--- src/rtl/lsu_pkg.sv ---
// Shared types and decode helpers for the load/store unit.
// Width codes follow the RV32I funct3 encoding for loads and stores.
package lsu_pkg;

  typedef enum logic [2:0] {
    MEM_B  = 3'b000,
    MEM_H  = 3'b001,
    MEM_W  = 3'b010,
    MEM_BU = 3'b100,
    MEM_HU = 3'b101
  } mem_width_e;

  typedef enum logic [1:0] {
    IDLE      = 2'd0,
    WAIT_READ = 2'd1,
    RESP      = 2'd2
  } lsu_state_e;

  function automatic logic [3:0] byte_enable_for(input logic [2:0] funct3);
    logic [3:0] be;
    case (funct3)
      MEM_B, MEM_BU: be = 4'b0001;
      MEM_H, MEM_HU: be = 4'b0011;
      MEM_W:         be = 4'b1111;
      default:       be = 4'b0000;
    endcase
    return be;
  endfunction

  function automatic logic is_misaligned(input logic [2:0] funct3, input logic [1:0] addr_lo);
    logic mis;
    case (funct3)
      MEM_H, MEM_HU: mis = addr_lo[0];
      MEM_W:         mis = (addr_lo != 2'b00);
      default:       mis = 1'b0;
    endcase
    return mis;
  endfunction

endpackage

--- src/rtl/lsu_mem_if.sv ---
// Single-port byte-addressed cache interface; read data is registered by the cache
// and valid the cycle after an enabled read.
interface lsu_mem_if #(
  parameter int DATA_WIDTH    = 32,
  parameter int ADDRESS_WIDTH = 32
);
  logic                      enable;
  logic                      write_enable;
  logic [ADDRESS_WIDTH-1:0]  address;
  logic [DATA_WIDTH/8-1:0]   byte_enable;
  logic [DATA_WIDTH-1:0]     write_data;
  logic [DATA_WIDTH-1:0]     read_data;

  modport master (
    output enable, write_enable, address, byte_enable, write_data,
    input  read_data
  );

  modport slave (
    input  enable, write_enable, address, byte_enable, write_data,
    output read_data
  );
endinterface

--- src/rtl/load_extend.sv ---
// Width selection and sign/zero extension of raw cache read data.
// Purely combinational.
module load_extend
  import lsu_pkg::*;
(
  input  logic [2:0]  funct3,
  input  logic [31:0] read_data,
  output logic [31:0] ext_data
);

  always_comb begin
    ext_data = '0;
    case (funct3)
      MEM_B:   ext_data = {{24{read_data[7]}}, read_data[7:0]};
      MEM_H:   ext_data = {{16{read_data[15]}}, read_data[15:0]};
      MEM_W:   ext_data = read_data;
      MEM_BU:  ext_data = {24'd0, read_data[7:0]};
      MEM_HU:  ext_data = {16'd0, read_data[15:0]};
      default: ext_data = '0;
    endcase
  end

endmodule

--- src/rtl/load_store_unit.sv ---
// Memory-access stage in front of the data cache: one request at a time, store/fault respond
// at N+1, loads at N+2; response held in RESP until resp_ready, no new request accepted meanwhile.
module load_store_unit
  import lsu_pkg::*;
#(
  parameter int DATA_WIDTH    = 32,
  parameter int ADDRESS_WIDTH = 32
) (
  input  logic                     clk,
  input  logic                     reset_n,

  input  logic                     req_valid,
  output logic                     req_ready,
  input  logic                     req_is_store,
  input  logic [2:0]               req_funct3,
  input  logic [ADDRESS_WIDTH-1:0] req_address,
  input  logic [DATA_WIDTH-1:0]    req_store_data,
  input  logic [4:0]               req_rd,

  output logic                     resp_valid,
  input  logic                     resp_ready,
  output logic [DATA_WIDTH-1:0]    resp_data,
  output logic [4:0]               resp_rd,
  output logic                     resp_is_store,
  output logic                     resp_misaligned,
  output logic                     resp_illegal,

  lsu_mem_if.master                mem
);

  lsu_state_e            state_q;
  logic [2:0]            funct3_q;
  logic                  accept;
  logic                  illegal;
  logic                  misaligned;
  logic                  fault;
  logic                  mem_access;
  logic [DATA_WIDTH-1:0] ext_data;

  // Gated by reset_n so nothing is accepted while the unit is held in reset.
  assign req_ready  = reset_n && (state_q == IDLE);
  assign resp_valid = (state_q == RESP);
  assign accept     = req_valid && req_ready;

  assign illegal    = (req_funct3 == 3'b011) || (req_funct3 == 3'b110) ||
                      (req_funct3 == 3'b111) || (req_is_store && req_funct3[2]);
  assign misaligned = !illegal && is_misaligned(req_funct3, req_address[1:0]);
  assign fault      = illegal || misaligned;
  assign mem_access = accept && !fault;

  // Lanes are not shifted: the cache maps write_data byte i to address+i.
  assign mem.enable       = mem_access;
  assign mem.write_enable = mem_access && req_is_store;
  assign mem.address      = mem_access ? req_address : '0;
  assign mem.byte_enable  = mem_access ? byte_enable_for(req_funct3) : '0;
  assign mem.write_data   = mem_access ? req_store_data : '0;

  load_extend u_load_extend (
    .funct3    (funct3_q),
    .read_data (mem.read_data),
    .ext_data  (ext_data)
  );

  always_ff @(posedge clk or negedge reset_n) begin
    if (!reset_n) begin
      state_q         <= IDLE;
      funct3_q        <= '0;
      resp_data       <= '0;
      resp_rd         <= '0;
      resp_is_store   <= 1'b0;
      resp_misaligned <= 1'b0;
      resp_illegal    <= 1'b0;
    end else begin
      case (state_q)
        IDLE: begin
          if (accept) begin
            funct3_q        <= req_funct3;
            resp_data       <= '0;
            resp_rd         <= req_rd;
            resp_is_store   <= req_is_store;
            resp_misaligned <= misaligned;
            resp_illegal    <= illegal;
            state_q         <= (fault || req_is_store) ? RESP : WAIT_READ;
          end
        end
        WAIT_READ: begin
          resp_data <= ext_data;
          state_q   <= RESP;
        end
        RESP: begin
          if (resp_ready) state_q <= IDLE;
        end
        default: state_q <= IDLE;
      endcase
    end
  end

endmodule

--- src/flat_wrapper.sv ---
// flat-port wrapper written by rule: the top's interface ports become plain ports
module load_store_unit_flat import lsu_pkg::*;
#(
  parameter int DATA_WIDTH    = 32,
  parameter int ADDRESS_WIDTH = 32
)
  (clk, reset_n, req_valid, req_ready, req_is_store, req_funct3, req_address, req_store_data, req_rd, resp_valid, resp_ready, resp_data, resp_rd, resp_is_store, resp_misaligned, resp_illegal, mem_enable, mem_write_enable, mem_address, mem_byte_enable, mem_write_data, mem_read_data);
  lsu_mem_if #(.DATA_WIDTH(DATA_WIDTH), .ADDRESS_WIDTH(ADDRESS_WIDTH)) mem_i ();
  input  logic clk;
  input  logic reset_n;
  input  logic req_valid;
  output logic req_ready;
  input  logic req_is_store;
  input  logic [2:0] req_funct3;
  input  logic [ADDRESS_WIDTH-1:0] req_address;
  input  logic [DATA_WIDTH-1:0] req_store_data;
  input  logic [4:0] req_rd;
  output logic resp_valid;
  input  logic resp_ready;
  output logic [DATA_WIDTH-1:0] resp_data;
  output logic [4:0] resp_rd;
  output logic resp_is_store;
  output logic resp_misaligned;
  output logic resp_illegal;
  output wire logic [$bits(mem_i.enable)-1:0] mem_enable;
  output wire logic [$bits(mem_i.write_enable)-1:0] mem_write_enable;
  output wire logic [$bits(mem_i.address)-1:0] mem_address;
  output wire logic [$bits(mem_i.byte_enable)-1:0] mem_byte_enable;
  output wire logic [$bits(mem_i.write_data)-1:0] mem_write_data;
  input wire logic [$bits(mem_i.read_data)-1:0] mem_read_data;
  assign mem_enable = mem_i.enable;
  assign mem_write_enable = mem_i.write_enable;
  assign mem_address = mem_i.address;
  assign mem_byte_enable = mem_i.byte_enable;
  assign mem_write_data = mem_i.write_data;
  assign mem_i.read_data = mem_read_data;
  load_store_unit #(.DATA_WIDTH(DATA_WIDTH), .ADDRESS_WIDTH(ADDRESS_WIDTH)) u_core (.clk(clk), .reset_n(reset_n), .req_valid(req_valid), .req_ready(req_ready), .req_is_store(req_is_store), .req_funct3(req_funct3), .req_address(req_address), .req_store_data(req_store_data), .req_rd(req_rd), .resp_valid(resp_valid), .resp_ready(resp_ready), .resp_data(resp_data), .resp_rd(resp_rd), .resp_is_store(resp_is_store), .resp_misaligned(resp_misaligned), .resp_illegal(resp_illegal), .mem(mem_i));
endmodule
--- config.mk ---
export PLATFORM = sky130hd
export DESIGN_NAME = load_store_unit_flat
export DESIGN_NICKNAME = d
export VERILOG_FILES = /design/src/rtl/lsu_pkg.sv /design/src/rtl/lsu_mem_if.sv /design/src/rtl/load_extend.sv /design/src/rtl/load_store_unit.sv /design/src/flat_wrapper.sv
export SDC_FILE = /design/constraint.sdc
export NUM_CORES = 1
export LEC_CHECK = 0
export CORE_MARGIN = 2
export CORE_UTILIZATION = 30
export DETAILED_ROUTE_END_ITERATION = 8
export PLACE_DENSITY = 0.74
export SYNTH_ARGS = -nofsm -noshare
export SYNTH_HDL_FRONTEND = slang
export SYNTH_SLANG_ARGS = --single-unit
--- constraint.sdc ---
create_clock -name clk -period 2.9 [get_ports clk]
set_input_delay 0.58 -clock clk [delete_from_list [all_inputs] [get_ports clk]]
set_output_delay 0.58 -clock clk [all_outputs]
set_load 0.05 [all_outputs]
Word level (Yosys, flattened, before mapping)
Cells that the tools add are included.
{"block": "word_totals", "ff_bits": 45, "wordCells": 57}
{"block": "classes", "n_eq_ne": 15, "n_reduce_logical": 23, "mux": 12}
{"cell": "$pmux W32 S5", "n": 1}
{"cell": "$mux W32", "n": 3}
{"cell": "$pmux W32 S2", "n": 1}
{"cell": "$eq A3 B3 Y1 const B", "n": 6}
{"cell": "$pmux W4 S3", "n": 1}
{"cell": "$eq A3 B2 Y1 const B", "n": 3}
{"cell": "$eq A3 B1 Y1 const B", "n": 2}
{"cell": "$logic_and A1 B1 Y1", "n": 6}
{"cell": "$logic_not A3 Y1", "n": 2}
{"cell": "$mux W2", "n": 3}
{"cell": "$pmux W2 S3", "n": 1}
{"cell": "$reduce_and A2 Y1", "n": 3}
{"cell": "$logic_or A1 B1 Y1", "n": 5}
{"cell": "$mux W4", "n": 1}
{"cell": "$ne A2 B1 Y1 const B", "n": 2}
{"cell": "$reduce_bool A2 Y1", "n": 2}
{"cell": "$reduce_or A2 Y1", "n": 2}
{"cell": "$eq A2 B1 Y1 const B", "n": 1}
{"cell": "$eq A2 B2 Y1 const B", "n": 1}
{"cell": "$logic_not A1 Y1", "n": 2}
{"cell": "$logic_not A2 Y1", "n": 1}
{"cell": "$pmux W1 S2", "n": 1}

Logic depth before layout (Yosys ltp)
Gate-level depths: netlist of the first run.
{"block": "depth", "depth_word": 11, "depth_mapped": 6, "ltp_nobuf": 3}

By module
Synthesis of the first run repeated with hierarchy kept, for this count alone.
{"block": "hier_totals", "cells_unflattened": 406, "area_unflattened_um2": 3123.0}
{"mod": "load_store_unit", "cells_each": 335, "area_per_inst_um2": 2529.9, "instances": 1}
{"mod": "load_extend", "cells_each": 71, "area_per_inst_um2": 593.1, "instances": 1}

Worst setup path before layout of the first run
Ideal clock, no wire load.
{"block": "synth_path", "kind": "input to output", "from": "input req_funct3[0]", "to": "output mem_byte_enable[3]", "arrival_ps": 3282, "path_stages": 6, "setup_slack_ps": -962, "required_ps": 2320, "path_cell_list": "buf_2 -> nand3b_1 -> o31ai_4 -> buf_4 -> nor4b_1 -> buf_4"}
{"block": "synth_between", "elab_chain_cells": 10}
{"item": "start: declaration", "line": "flat_wrapper.sv:14", "rtl": "input logic [2:0] req_funct3;"}
{"item": "parallel branches: the longest is 9 deep, another holds $eq A3 B1 Y1"}
{"item": "$mux W4 *", "line": "load_store_unit.sv:55", "rtl": "assign mem.byte_enable = mem_access ? byte_enable_for(req_funct3) : '0;"}
{"item": "end: declaration", "line": "flat_wrapper.sv:28", "rtl": "output wire logic [$bits(mem_i.byte_enable)-1:0] mem_byte_enable;"}
Mark *: on every way between the ends.

Worst setup path after layout of the first run
{"block": "layout_path", "from": "input req_valid", "to": "output mem_write_data[14]"}
{"block": "layout_between", "elab_chain_cells": 3}
{"item": "start: declaration", "line": "flat_wrapper.sv:11", "rtl": "input logic req_valid;"}
{"item": "$logic_and A1 B1 Y1", "line": "load_store_unit.sv:43", "rtl": "assign accept = req_valid && req_ready;"}
{"item": "$logic_and A1 B1 Y1", "line": "load_store_unit.sv:49", "rtl": "assign mem_access = accept && !fault;"}
{"item": "$mux W32", "line": "load_store_unit.sv:56", "rtl": "assign mem.write_data = mem_access ? req_store_data : '0;"}
{"item": "end: declaration", "line": "flat_wrapper.sv:29", "rtl": "output wire logic [$bits(mem_i.write_data)-1:0] mem_write_data;"}
Every way passes these cells.

==> results of run 1 <==
==> worst reg2reg max path: stages (launching register included) <==
cell       delay, ps
dfrtp_1          550
nor2_1           920
a22oi_1          240
o2bb2ai_1        220
==> flip-flops by register name (all words and copies together), names as in the netlist <==
register	count
u_core.resp_data	32
u_core.resp_rd	5
u_core.funct3_q	3
u_core.state_q	2
u_core.resp_illegal	1
u_core.resp_is_store	1
u_core.resp_misaligned	1
==> power breakdown <==
| part | switching [mW] | internal [mW] |
|---|---|---|
| clock | 0.207 | 0.251 |
| combinational | 0.620 | 0.503 |
| sequential | 0.0586 | 0.692 |
==> stage by stage <==
stage | util (%) | hold WS [ps] | std cells
after floorplan | - | 284.4 | 314
after global placement | 63.88 | 471.0 | 629
after detailed placement | 63.88 | 473.7 | 629
after CTS | 65.50 | 459.5 | 638
after global routing | 66.93 | 498.3 | 640
final | 66.93 | 444.1 | 640
==> path summary, 6_finish.rpt <==
check | end | slack, ps
min in group clk | u_core.resp_data[19] | 500
min reg2reg | u_core.resp_data[19] | 500
max reg2reg | u_core.resp_data[25] | 880
max | mem_write_data[14] | 4
min | u_core.resp_data[22] | 440
max in group asynchronous | u_core.resp_data[30] | 2060
==> layout make-up <==
| type | instances | area (sq um) |
|---|---|---|
| Inverter | 65 | 244.0 |
| Sequential cell | 45 | 1126 |
| Clock inverter | 2 | 35.03 |
| Antenna cell | 1 | 2.502 |
| Tap cell | 111 | 138.9 |
| Multi-Input combinational cell | 173 | 1428 |
| Clock buffer | 5 | 68.82 |
| Fill cell | 669 | 3042 |
| Timing Repair Buffer | 238 | 3112 |
==> cells in the final DEF (no fill, tap or decap), types with 3 or more instances in the layout <==
cell type and instances:
inv_1 65, mux2_2 19, clkdlybuf4s50_1 147, nor3_2 34, nand2_1 3, a22o_1 8
buf_12 74, buf_4 13, a22oi_1 24, nor2_1 5, o2bb2ai_1 24, clkbuf_8 5
dfrtp_1 45, nor3_1 33
==> repair_timing <==
| item | 4_1_cts | 5_1_grt |
|---|---|---|
| cloned | 1 | 0 |
| buffers inserted | 1 | 1 |
| resized for setup | 1 | 25 |
| pin swaps | 0 | 2 |
| setup endpoints to repair | 7 | 62 |
==> layer usage <==
layer / vias up / global-route usage (%) / wire, microns
li1: 1503 / - / -
met1: 1528 / 25.33 / 4399
met3: 22 / 5.659 / 884
met5: - / 0 / 0
met2: 153 / 41.01 / 6213
met4: 0 / 8.628 / 451
==> cell families after synthesis <==
logic type	after synthesis
muxes	19
DFF	45
buffers and inverters	96
AOI/OAI and AO/OA	64
and+or+nand+nor	90
==> reports/qor.yml, run 1 <==
worst_setup_path:
  worstSetupPathType: "in -> out"
  startpoint: "req_valid"
  cp_data_arrival_time_ps: 2320
  crit_buf_inv: 3
  path_depth: 6
  r2r_start: "u_core.funct3_q[1]"
  r2r_cells: 3
  cp_max_fo: 55
  max_stage_delay_ps: 470
  worstPathRequired_ps: 2320
  crit_path_frequent_cell: "buf_12"
  cp_cell_sequence: "clkdlybuf4s50_1 -> and4bb_1 -> nand3b_4 -> buf_12 -> nor3_1 -> buf_12"
  worst_setup_path_start_kind: "input pin"
  slowest_stage: "clkdlybuf4s50_1"
  path_delay_family: "buffers and inverters"
  crit_path_end_kind: "primary output"
power_and_ir_drop:
  leakage_nw: 2.671
  power_density_nw_per_um2: 378.9
  report.power.total_mw: 2.332
  ir_drop_mv: 0.3061
detailed_routing:
  postRouteAntennaNets: 0
  drc: 0
  drt_pass1_iterations: 4
  drt-wirelength-per-cell_microns: 18.67
  wirelength_microns: 11950
  drt_iter0_drc: 149
  via_count: 3206
  vias_per_cell: 5.009
floorplan:
  start_util_pct: 30.84
  placementRows: 35
  core_region_area_sq_um: 9196
  die_x_microns: 101.2
  dieArea_sq_um: 10250
  die_h_microns: 101.2
  io_pins: 221
synth:
  synth.distinct_cells: 34
  synth_seq_area_share_pct: 39.70
  synth-seq-cells: 45
  synth_nets: 423
  synth_top_area_share_pct: 39.70
  synth_edf_count: 0
  synthTopCellsByCount: "inv_1 (65), nor3_1 (57), dfrtp_1 (45)"
  synth_top_family_by_area: "simple AND/OR/NAND/NOR gates"
  syn_avg_cell_area_sq_um: 9.033
  synth.area.mux_share_pct: 7.543
  synth.largest_area_cell: "dfrtp_1"
  ys_async_sr_fraction_pct: 100.0
  yosys.area_share.adder_pct: 0
  syn_inst: 314
  synth-simple-area-share_pct: 19.45
  synth_compound_area_share_pct: 18.57
  ys.flop_type: "dfrtp_1"
  synthTopCellsByArea: "dfrtp_1 (40%), nor3_1 (10%), inv_1 (8.6%), mux2_2 (7.5%), o2bb2ai_1 (7.4%)"
  synth.most_common_cell: "inv_1"
  yosys_warnings: 0
  yosys.area_share.xor_xnor_pct: 0
  synth_area_sq_um: 2836
place:
  place_ws_ps: -29.63
  placed_area_sq_um: 5874
  hpwl_microns: 9392
  io_buffer_count: 220
  gp_congestion: 0.7850
sta:
  finalSetupViolCount: 0
  fin_crit_ps: 2896
  layout_worst_path_cycle_share_pct: 99.85
  relSlewSlack_pct: 25.80
  clock_skew_ps: 4.201
  postLayoutSetupSlackWorst_ps: 4.356
  worst_pin_slew_ps: 1109
  setup_tns_ps: 0
  rsz0062_at_grt: "true"
  hold_violations: 0
  timing.fmax_ghz: 0.3453
  finalMaxSlewViolations: 0
clock_network:
  ctsRootBufferMaster: "clkbuf_8"
  cts_sinks: 45
  clock_latency_ps: 290
  cts_hold_buf: 0
  cts_max_path_buffers: 2
  clk_pin_slew_worst_paths_ps: 80
  tritoncts: "built"
  cts-buffers-inserted: 5
  htreeDepth: 2
layout:
  layout-drive-gt1-share_pct: 29.55
  final_area_sq_um: 6155
  areaGrowthSynthToFinish_pct: 117.0
  final_nets: 637
global_routing:
  grt_max_degree: 56
  antenna_found_initial: 1
  grt_pass1_wl_microns: 18020
  grt_pass1_vias: 3355
  grt_usage_pct: 22.57
  overflow: 0
min_path:
  hold_path_class: "in -> async"
run:
  cap_violations: 0
outcome:
  status: "finished, final reports clean"
(Power assumes the default switching activity.)
==> inputs of run 2 (changes only) <==
- CORE_MARGIN: 2 -> 5
- CORE_UTILIZATION: 30 -> 37
- PLACE_DENSITY: 0.74 -> 0.88
- TNS_END_PERCENT: not set -> 20
==> run 2 against run 1 <==
First-iteration DRC count grew 17%. Design area shrank 2.2%. Clock power shrank 9.4%. Critical path depth up 1. Core utilization grew 12 points. Flip-flop and latch count is the same. Setup slack improved by 3.7 ps. Routed wire length rose by 4.0%. Power fell by 3.0%. Via count grew 1.5%. Worst hold slack lost 40 ps. Critical path type unchanged. Critical endpoint is now mem_byte_enable[2]. Largest power group unchanged. Highest routed layer unchanged.
==> reports/qor.yml, run 2 (synthesized netlist as in run 1, its figures left out) <==
outcome:
  status: "finished, final reports clean"  # unchanged
worst_setup_path:
  worstSetupPathType: "in -> out"  # unchanged
  worst_setup_path_start_kind: "input pin"  # unchanged
  cp_data_arrival_time_ps: 2310  # was 2320 ps
  cp_max_fo: 56  # was 55
  worstPathRequired_ps: 2320  # about the same
  crit_path_end_kind: "primary output"  # unchanged
clock_network:
  clk_pin_slew_worst_paths_ps: 90  # was 80 ps
  cts_sinks: 45  # unchanged
  tritoncts: "built"  # unchanged
  post_cts_buffers: 0  # was 1
  ctsRootBufferMaster: "clkbuf_8"  # unchanged
  htreeDepth: 2  # unchanged
  cts-buffers-inserted: 5  # unchanged
  ctsResizeCount: 1  # unchanged
  clock_latency_ps: 300  # was 290 ps
  cts_hold_buf: 0  # unchanged
  cts_max_path_buffers: 2  # unchanged
floorplan:
  core_region_area_sq_um: 7607  # was 9196 sq um
  die_x_microns: 97.56  # was 101.2 microns
  start_util_pct: 37.29  # was 30.84%
  io_pins: 221  # unchanged
  die_h_microns: 97.56  # was 101.2 microns
  placementRows: 32  # was 35
  dieArea_sq_um: 9517  # was 10250 sq um
detailed_routing:
  vias_per_cell: 5.216  # was 5.009
  drc: 0  # unchanged
  drt-wirelength-per-cell_microns: 19.91  # was 18.67 microns
  drt_pass1_iterations: 4  # unchanged
  drt_iter0_drc: 175  # was 149
  via_count: 3255  # was 3206
  postRouteAntennaNets: 0  # unchanged
  wirelength_microns: 12420  # was 11950 microns
sta:
  timing.fmax_ghz: 0.3458  # was 0.3453 GHz
  finalMaxSlewViolations: 0  # unchanged
  finalSetupViolCount: 0  # unchanged
  setup_tns_ps: 0  # unchanged
  fin_hold_ws_ps: 403.9  # was 444.1 ps
  fin_crit_ps: 2892  # was 2896 ps
  layout_worst_path_cycle_share_pct: 99.72  # was 99.85%
  worst_pin_slew_ps: 1051  # was 1109 ps
  hold_violations: 0  # unchanged
  clock_skew_ps: 2.494  # was 4.201 ps
  rsz0062_at_grt: "true"  # unchanged
  relSlewSlack_pct: 29.65  # was 25.80%
layout:
  top_register: "u_core.resp_data"  # unchanged
  mostFrequentLayoutCell: "clkdlybuf4s50_1"  # unchanged
  final_util_pct: 79.16  # was 66.93%
  layout-drive-gt1-share_pct: 28.16  # was 29.55%
  antenna_cells: 0  # was 1
  final_area_sq_um: 6022  # was 6155 sq um
  top_regs: "u_core.resp_data (32), u_core.resp_rd (5), u_core.funct3_q (3)"  # unchanged
  areaGrowthSynthToFinish_pct: 112.3  # was 117.0%
  layout_common_cells: "clkdlybuf4s50_1 (148), buf_12 (73), inv_1 (65)"  # was clkdlybuf4s50_1 (147), buf_12 (74), inv_1 (65)
  final_nets: 630  # was 637
  largest_reg_flops: 32  # unchanged
min_path:
  hold_path_class: "in -> async"  # unchanged
place:
  io_buffer_count: 220  # unchanged
  hpwl_microns: 9856  # was 9392 microns
  gp_congestion: 0.9346  # was 0.7850
  placed_area_sq_um: 5821  # was 5874 sq um
power_and_ir_drop:
  ir_drop_mv: 0.4472  # was 0.3061 mV
  report.power.total_mw: 2.261  # was 2.332 mW
  pwr-share-comb_pct: 48.4  # was 48.2%
  switching_share_pct: 39.50  # was 37.99%
  power_density_nw_per_um2: 375.4  # was 378.9 nW/um^2
  pwr-share-clk_pct: 18.4  # was 19.6%
  seqPwrFrac_pct: 33.2  # was 32.2%
  p_switching_mw: 0.8930  # was 0.8859 mW
  p_int_mw: 1.368  # was 1.446 mW
  leakage_nw: 2.604  # was 2.671 nW
global_routing:
  grt_usage_pct: 24.76  # was 22.57%
  grt_pass1_wl_microns: 19120  # was 18020 microns
  grt_pass1_vias: 3392  # was 3355
  grt_max_degree: 57  # was 56
  antenna_found_initial: 0  # was 1
  overflow: 0  # unchanged
run:
  cap_violations: 0  # unchanged
run 2: changes by cell type in the layout (fill, tap and decap cells not counted), sizes merged:
cell           before  now
clkbuf              5    6
clkdlybuf4s50     147  148
bufinv              1    0
dlymetal6s2s        1    0
clkinv              1    2
bufbuf              1    0
diode               1    0
buf                89   83
run 2: layout make-up:
type | instances | area [sq um]
well taps | 102 | 127.6
clock inverters | 2 | 13.76
fillers | 467 | 1585
inverters | 65 | 244.0
flip-flops and latches | 45 | 1126
repair buffers | 231 | 3015
clock buffers | 6 | 82.58
multi-input cells | 173 | 1413
run 2: worst paths after layout:
| path | start | end | slack [ps] | depth (start not counted) |
|---|---|---|---|---|
| hold reg to reg | u_core.resp_data[8] | u_core.resp_data[8] | 490 | 1 |
| setup reg to reg | u_core.funct3_q[1] | u_core.resp_data[19] | 850 | 3 |
| hold / removal | reset_n | u_core.resp_data[5] | 400 | 2 |
| min in group clk | u_core.resp_data[8] | u_core.resp_data[8] | 490 | 1 |
| max in group asynchronous | reset_n | u_core.resp_rd[1] | 2110 | 2 |
| setup / recovery | req_funct3[1] | mem_byte_enable[2] | 8 | 7 |
run 2: per-stage QoR:
| stage | std cells | setup slack [ps] |
|---|---|---|
| floorplan | 314 | -71.23 |
| global placement | 616 | 91.98 |
| detailed placement | 616 | -8.455 |
| CTS | 624 | 8.193 |
| global route | 624 | -68.48 |
| finish | 624 | 8.047 |
run 2: worst max-delay path, stage by stage:
cell             delay, ps
clkdlybuf4s50_1        580
nand2b_1               150
o31ai_4                300
buf_12                 320
nor4b_4                 70
buf_4                  160
buf_12                 140
run 2: routing by layer:
| metal | vias to the layer above | global-route usage [%] | share of wire, % |
|---|---|---|---|
| met2 | 152 | 45.44 | 53 |
| met1 | 1590 | 29.10 | 38 |
| met3 | 20 | 5.025 | 6.0 |
| met4 | 0 | 6.709 | 2.4 |
| met5 | - | 0 | 0 |
| li1 | 1493 | - | - |
run 2: power by group through the flow:
stage	Clock (mW)	Sequential [mW]	Combinational (mW)
after detailed placement	0	0.761	1.09
after floorplan	0	0.931	0.439
after global routing	0.449	0.762	1.15
after CTS	0.423	0.751	1.09
final	0.415	0.750	1.10
after global placement	0	0.759	1.05
